**config.mk**
```make
export PLATFORM = sky130hd
export DESIGN_NAME = mtime_counter
export DESIGN_NICKNAME = d
export VERILOG_FILES = /design/src/rtl/mtime_counter.sv
export SDC_FILE = /design/constraint.sdc
export NUM_CORES = 1
export LEC_CHECK = 0
export CAP_MARGIN = 0
export CELL_PAD_IN_SITES_DETAIL_PLACEMENT = 1
export CELL_PAD_IN_SITES_GLOBAL_PLACEMENT = 2
export CORE_MARGIN = 2
export CORE_UTILIZATION = 32
export CTS_BUF_LIST = sky130_fd_sc_hd__clkbuf_4 sky130_fd_sc_hd__clkbuf_8
export DETAILED_ROUTE_END_ITERATION = 10
export PLACE_DENSITY = 0.95
export RECOVER_POWER = 50
export SLEW_MARGIN = 20
export SYNTH_ARGS = -nofsm -noshare
export SYNTH_HDL_FRONTEND = slang
export SYNTH_SLANG_ARGS = --single-unit
export TNS_END_PERCENT = 100
```
**constraint.sdc**
```tcl
create_clock -name clk -period 15.55 [get_ports clk]
set_input_delay 3.11 -clock clk [delete_from_list [all_inputs] [get_ports clk]]
set_output_delay 3.11 -clock clk [all_outputs]
set_load 0.03 [all_outputs]
```
**src/rtl/mtime_counter.sv**
```systemverilog
// 64-bit mtime counter with prescaler, debug halt, byte-masked software writes and
// atomic snapshot. Write support is compiled in only when MTIME_WRITE_EN is defined.
module mtime_counter #(
  parameter int unsigned PRESC_W = 16
) (
  input  logic               clk,
  input  logic               resetn,
  input  logic [PRESC_W-1:0] div,
  input  logic               halt,
  input  logic               wr_valid,
  input  logic               wr_hi,
  input  logic [3:0]         wr_wmask,
  input  logic [31:0]        wr_data,
  output logic               wr_ready,
  input  logic               snap_req,
  output logic [63:0]        timer_counter,
  output logic [63:0]        timer_snapshot,
  output logic               tick,
  output logic               wrap
);

  localparam logic [PRESC_W-1:0] PrescOne = PRESC_W'(1);

  logic [PRESC_W-1:0] presc_q, presc_d;
  logic [63:0]        cnt_q, cnt_d;
  logic [63:0]        snap_q;
  logic               tick_q, tick_d;
  logic               wrap_q, wrap_d;
  logic               wr_ready_q;

  logic [PRESC_W-1:0] div_eff;
  logic               inc_en;
  logic               wr_acc;
  logic               carry;
  logic [31:0]        lo_inc, hi_inc;

  assign div_eff = (div == '0) ? PrescOne : div;
  assign inc_en  = !halt && (presc_q >= (div_eff - PrescOne));
  // wr_ready_q blocks back-to-back acceptance so the acknowledge never stretches.
  assign wr_acc  = wr_valid && !wr_ready_q;
  assign carry   = inc_en && (&cnt_q[31:0]);
  assign lo_inc  = cnt_q[31:0] + {31'b0, inc_en};
  assign hi_inc  = cnt_q[63:32] + {31'b0, carry};

`ifdef MTIME_WRITE_EN
  logic [31:0] word_wr;

  always_comb begin
    word_wr = wr_hi ? hi_inc : cnt_q[31:0];
    for (int b = 0; b < 4; b++) begin
      if (wr_wmask[b]) begin
        word_wr[8*b +: 8] = wr_data[8*b +: 8];
      end
    end
  end
`else
  logic unused_wr;
  assign unused_wr = ^{wr_hi, wr_wmask, wr_data};
`endif

  always_comb begin
    cnt_d  = {hi_inc, lo_inc};
    tick_d = inc_en;
    wrap_d = carry && (&cnt_q[63:32]);
    if (halt) begin
      presc_d = presc_q;
    end else if (inc_en) begin
      presc_d = '0;
    end else begin
      presc_d = presc_q + PrescOne;
    end
`ifdef MTIME_WRITE_EN
    if (wr_acc) begin
      if (wr_hi) begin
        // Low word still counts; masked high bytes drop any carry.
        cnt_d  = {word_wr, lo_inc};
        wrap_d = wrap_d && (word_wr == '0);
      end else begin
        // A low-word write wins over a coincident increment.
        cnt_d  = {cnt_q[63:32], word_wr};
        tick_d = 1'b0;
        wrap_d = 1'b0;
      end
    end
`endif
  end

  always_ff @(posedge clk) begin
    if (!resetn) begin
      presc_q    <= '0;
      cnt_q      <= '0;
      snap_q     <= '0;
      tick_q     <= 1'b0;
      wrap_q     <= 1'b0;
      wr_ready_q <= 1'b0;
    end else begin
      presc_q    <= presc_d;
      cnt_q      <= cnt_d;
      tick_q     <= tick_d;
      wrap_q     <= wrap_d;
      wr_ready_q <= wr_acc;
      if (snap_req) begin
        snap_q <= cnt_q;
      end
    end
  end

  assign timer_counter  = cnt_q;
  assign timer_snapshot = snap_q;
  assign tick           = tick_q;
  assign wrap           = wrap_q;
  assign wr_ready       = wr_ready_q;

endmodule

```
# After elaboration in Yosys (flattened, before gate mapping)
# Index checks and enable logic that the tools add are counted.
[op_classes]
add_sub_neg = 4
mul = 0
n_div = 0
n_lt_le_gt_ge = 1
n_eq_ne = 0
shift = 0
n_mux = 2
n_bitwise = 0
reduce_logical = 9
[op_table]
columns = ["op", "n"]
rows = [
  ["adder 32 x 1 -> 32 bit", 2],
  ["AND reduction 32 bit", 2],
  ["two-way mux 16 bit", 2],
  ["adder 16 x 1 -> 16 bit (second input constant)", 1],
  ["greater-or-equal comparator 16 bit", 1],
  ["logical NOT 16 bit", 1],
  ["subtractor 16 x 1 -> 16 bit (second input constant)", 1],
  ["logical AND 1 bit", 4],
  ["logical NOT 1 bit", 2],
]
[totals]
regBits = 147
latch_bits = 0
ramBits = 0
romBits = 0
input_bits = 58
out_inout_bits = 131
word_cells = 22
memories = 0

# Depth between registers and ports, before layout
[logic_depth]
word_depth = 7
depth_mapped = 23
mapped_depth_nobuf = 22

# Worst setup path after synthesis
# OpenSTA, ideal clock, no wires.
[synth_timing]
kind = "input -> register"
startpoint = "input port div[8]"
endpoint = "register cnt_q[62] (netlist: timer_counter[62])"
setup_time_ps = 115
t_arrival_ps = 7608
t_required_ps = 15435
slack_ps = 7827
cell_stages = 22
n_path_buf = 0
path_cell_list = "nor4_1 -> nor4b_2 -> nor4b_1 -> nor2_1 -> ha_1 -> nand3b_1 -> nand2b_1 -> nor2b_1 -> xnor2_1 -> ha_1 -> nand4_1 -> a211oi_1 -> a32oi_1 -> a21o_1 -> nor2_1 -> ha_1 -> ha_1 -> nand3_1 -> nor4_1 -> nand4_1 -> xnor2_1 -> and2_1"
[synth_via]
elab_chain_len = 7
[synth_lines]
columns = ["item", "line_no", "source"]
rows = [
  ["start: declaration", "8", "input logic [PRESC_W-1:0] div,"],
  ["logical NOT 16 bit", "37", "assign div_eff = (div == '0) ? PrescOne : div;"],
  ["two-way mux 16 bit *", "37", ""],
  ["subtractor 16 x 1 -> 16 bit *", "38", "assign inc_en = !halt && (presc_q >= (div_eff - PrescOne));"],
  ["greater-or-equal comparator 16 bit *", "38", ""],
  ["logical AND 1 bit *", "38", ""],
  ["logical AND 1 bit *", "41", "assign carry = inc_en && (&cnt_q[31:0]);"],
  ["adder 32 x 1 -> 32 bit *", "43", "assign hi_inc = cnt_q[63:32] + {31'b0, carry};"],
  ["end signal: assignment", "98", "cnt_q <= cnt_d;"],
  ["end: declaration", "25", "logic [63:0] cnt_q, cnt_d;"],
]
# Mark *: on every way between the ends. The rest lies on a longest branch, timed or not.
# A chain may end at the register's enable or synchronous reset.

# Worst setup path in the final report
# Same ends and word-level chain as after synthesis.

==> results.sh <==
export IMPL_status="finished with violations"
export IMPL_violations="capacitance limit, slew limit"
export IMPL_min_path_cells=2
export IMPL_multi_input_area_um2=3680
export IMPL_die_x_um=150
export IMPL_clkSinkCount=147
export IMPL_die_area_um2=22400
export IMPL_hold_buffers=0
export IMPL_max_slew_margin_rel_pct=-194
export IMPL_dpl_cell_count=1106
export IMPL_synth_cell_types=46
export IMPL_power_density_nw_per_um2=78.6
export IMPL_place_hpwl_um=12400
export IMPL_vias=5467
export IMPL_fill_cells=2412
export IMPL_cp_startpoint="div[8]"
export IMPL_clk_latency_ns=0.45
export IMPL_remaining_drc_errors=0
export IMPL_antenna_found_initial=0
export IMPL_port_buffers=151
export IMPL_cp_required_ns=15.86
export IMPL_yosysTopAreaCellShare_pct=43.3
export IMPL_drive_gt1_share_pct=4.98
export IMPL_detail_route_antenna_nets=0
export IMPL_hp_class="reg -> reg"
export IMPL_max_clock_path_buffers=2
export IMPL_drt_pass1_iterations=6
export IMPL_synth_fp_nets=786
export IMPL_max_stage_delay_ns=0.91
export IMPL_register_area_um2=2940
export IMPL_fin_crit_ns=9.14
export IMPL_fin_setup_tns_ns=0
export IMPL_areaGrowthSynthToFinish_pct=31.1
export IMPL_finalMaxSlewViolations=134
export IMPL_synthCells=706
export IMPL_worstPathCellList="clkdlybuf4s50_1 -> nor4_1 -> nor4b_2 -> nor4b_1 -> nor2_1 -> ha_1 -> nand3b_1 -> nand2b_1 -> nor2b_1 -> xnor2_1 -> ha_1 -> nand4_1 -> nor3_1 -> nor3_1 -> a21o_1 -> nor2_1 -> ha_1 -> ha_1 -> nand3_1 -> nor4_1 -> nand4_1 -> xnor2_1 -> and2_1"
export IMPL_vias_per_cell=4.80
export IMPL_cp_max_fo=5
export IMPL_min_to="timer_snapshot[60]$_SDFFE_PN0P_"
export IMPL_rows=53
export IMPL_design_area_um2=8900
export IMPL_clk_pin_slew_ns=0.08
export IMPL_r2r_end="timer_counter[62]$_SDFF_PN0_"
export IMPL_io_pins=189
export IMPL_end_kind="register"
export IMPL_start_kind="input port"
export IMPL_antennaDiodeCount=0
export IMPL_routabilityCongestion=0.777
export IMPL_post_cts_buffers=0
export IMPL_post_route_period_util_pct=58.8
export IMPL_grt_pass1_wl_um=27500
export IMPL_fmax_mhz=109
export IMPL_reg2reg_from="timer_counter[9]$_SDFF_PN0_"
export IMPL_crit_top_cell="ha_1"
export IMPL_vdd_drop_max_uv=48.7
export IMPL_initial_core_util_pct=32.4
export IMPL_clockRootBuffer="clkbuf_8"
export IMPL_syn_avg_cell_area_um2=9.62
export IMPL_ys_warn_count=0
export IMPL_worst_slew_pin_slew_ns=4.41
export IMPL_critPathKind="in -> reg"
export IMPL_p_leak_nw=3.58
export IMPL_core_um2=21000
export IMPL_crit_arrival_ns=9.45
export IMPL_synth_area_um2=6790
export IMPL_wl_per_cell_um=15.1
export IMPL_die_y_um=150
export IMPL_grt_pass1_vias=5437
export IMPL_numCtsBuffers=17
export IMPL_ys_ff_latch=147
export IMPL_cts_resized_gates=0
export IMPL_final_cell_mix="dfxtp_1 (147), clkdlybuf4s50_1 (75), dlygate4sd3_1 (74)"
export IMPL_fin_nets=930
export IMPL_grtUsageTotal_pct=15.4
export IMPL_wirelength_um=17100
export IMPL_setup_violations_final=0
export IMPL_grt_overflow=0
export IMPL_worstHoldStart="timer_snapshot[60]$_SDFFE_PN0P_"
export IMPL_r2r_cells=11
export IMPL_synth_top_area_cell="dfxtp_1"
export IMPL_ys_seq_area_share_pct=43.3
export IMPL_drtIter0Drc=175
export IMPL_rsz0062_at_grt="no"
export IMPL_cts_tree="yes"
export IMPL_htree_levels=4
export IMPL_synth_area_leaders="dfxtp_1 (43%), mux2i_1 (9.6%), nor2b_1 (6.5%)"
export IMPL_critPathSlowestCell="nor4_1"
export IMPL_final_util_pct=42.5
export IMPL_cap_violations=1
export IMPL_clock_skew_final_ns=0.0185
export IMPL_place_area_um2=8530
export IMPL_grt_max_degree=134
export IMPL_layout_commonest_cell="dfxtp_1"
export IMPL_final_hold_violation_count=0
export IMPL_fin_cells=1138
export IMPL_r2r_slack_ns=11.34
==> stage by stage <==
step | worst slack (ns) | power [mW] | hold slack [ns]
floorplan | 7.83 | 0.411 | 0.491
finish | 6.41 | 0.699 | 0.514
global route | 5.79 | 0.732 | 0.541
global placement | 6.21 | 0.423 | 0.494
detailed placement | 5.96 | 0.424 | 0.502
CTS | 6.42 | 0.711 | 0.527
==> how the worst max path moves through the flow <==
stage	end	depth (start not counted)	slack, ns
floorplan	timer_counter[62]$_SDFF_PN0_	22	7.83
global placement	timer_counter[62]$_SDFF_PN0_	23	6.21
detailed placement	timer_counter[62]$_SDFF_PN0_	23	5.96
CTS	timer_counter[62]$_SDFF_PN0_	23	6.42
global route	timer_counter[62]$_SDFF_PN0_	23	5.79
finish	timer_counter[62]$_SDFF_PN0_	23	6.41
==> routing by layer <==
metal | vias up | share of wire [%] | GRT usage, %
met5 | - | 0 | 0
met4 | 0 | 1.2 | 4.58
met3 | 13 | 5.2 | 3.99
met2 | 126 | 47 | 25.6
met1 | 2611 | 47 | 19.7
li1 | 2717 | - | -
==> logic make-up after synthesis <==
group / Yosys count / share of synthesized area (%)
simple gates: 323 / 27.6
flops: 147 / 43.3
xor+xnor: 75 / 9.67
mux: 65 / 9.58
buf+inv: 38 / 2.49
compound gates: 36 / 3.28
fa+ha+maj: 22 / 4.05
==> worst max-delay path, delay by kind of cell <==
kind	cells	cell delay [ns]
adders and majority gates	4	0.97
xor gates and xnor gates	2	0.33
and+or+nand+nor	15	4.33
AOI/OAI and AO/OA	1	0.24
buffers and inverters	1	0.47
==> registers in the layout, indices dropped and copies added (netlist names) <==
name,count
timer_counter,64
timer_snapshot,64
presc_q,16
tick,1
wr_ready,1
wrap,1
==> synth_stat cells, drive strengths merged <==
| cell | number |
|---|---|
| nor4 | 14 |
| and2 | 53 |
| clkbuf | 22 |
| and4b | 1 |
| mux2i | 65 |
| ha | 22 |
| a21boi | 9 |
| nand2 | 35 |
| and3 | 10 |
| a32oi | 1 |
| or3 | 10 |
| xor2 | 29 |
| buf | 7 |
| a211oi | 1 |
| nor2b | 71 |
| nor3 | 13 |
| a2111o | 1 |
| a21o | 1 |
| or4 | 4 |
| nand4 | 20 |
| inv | 9 |
| nor2 | 35 |
| o21ai | 12 |
| nor3b | 1 |
| nand3 | 36 |
| dfxtp | 147 |
| a22oi | 1 |
| or2 | 1 |
| nor4bb | 1 |
| o21bai | 1 |
| nand3b | 1 |
| xnor2 | 46 |
| and3b | 2 |
| nor4b | 3 |
| and4 | 9 |
| a21oi | 9 |
| nand2b | 3 |
==> power breakdown <==
group / total [mW] / internal (mW) / switching (mW)
logic: 0.0356 / 0.0180 / 0.0177
clock network: 0.285 / 0.118 / 0.167
registers: 0.379 / 0.378 / 0.00145
==> area by class of cell <==
| cell class | instances | share of cell area [%] |
|---|---|---|
| clock buffers | 17 | 2.63 |
| clock inverters | 15 | 1.62 |
| inverters | 9 | 0.379 |
| multi-input cells | 521 | 41.3 |
| flip-flops and latches | 147 | 33.1 |
| well taps | 275 | 3.87 |
| repair buffers | 154 | 17.1 |
(Power assumes the default switching activity.)
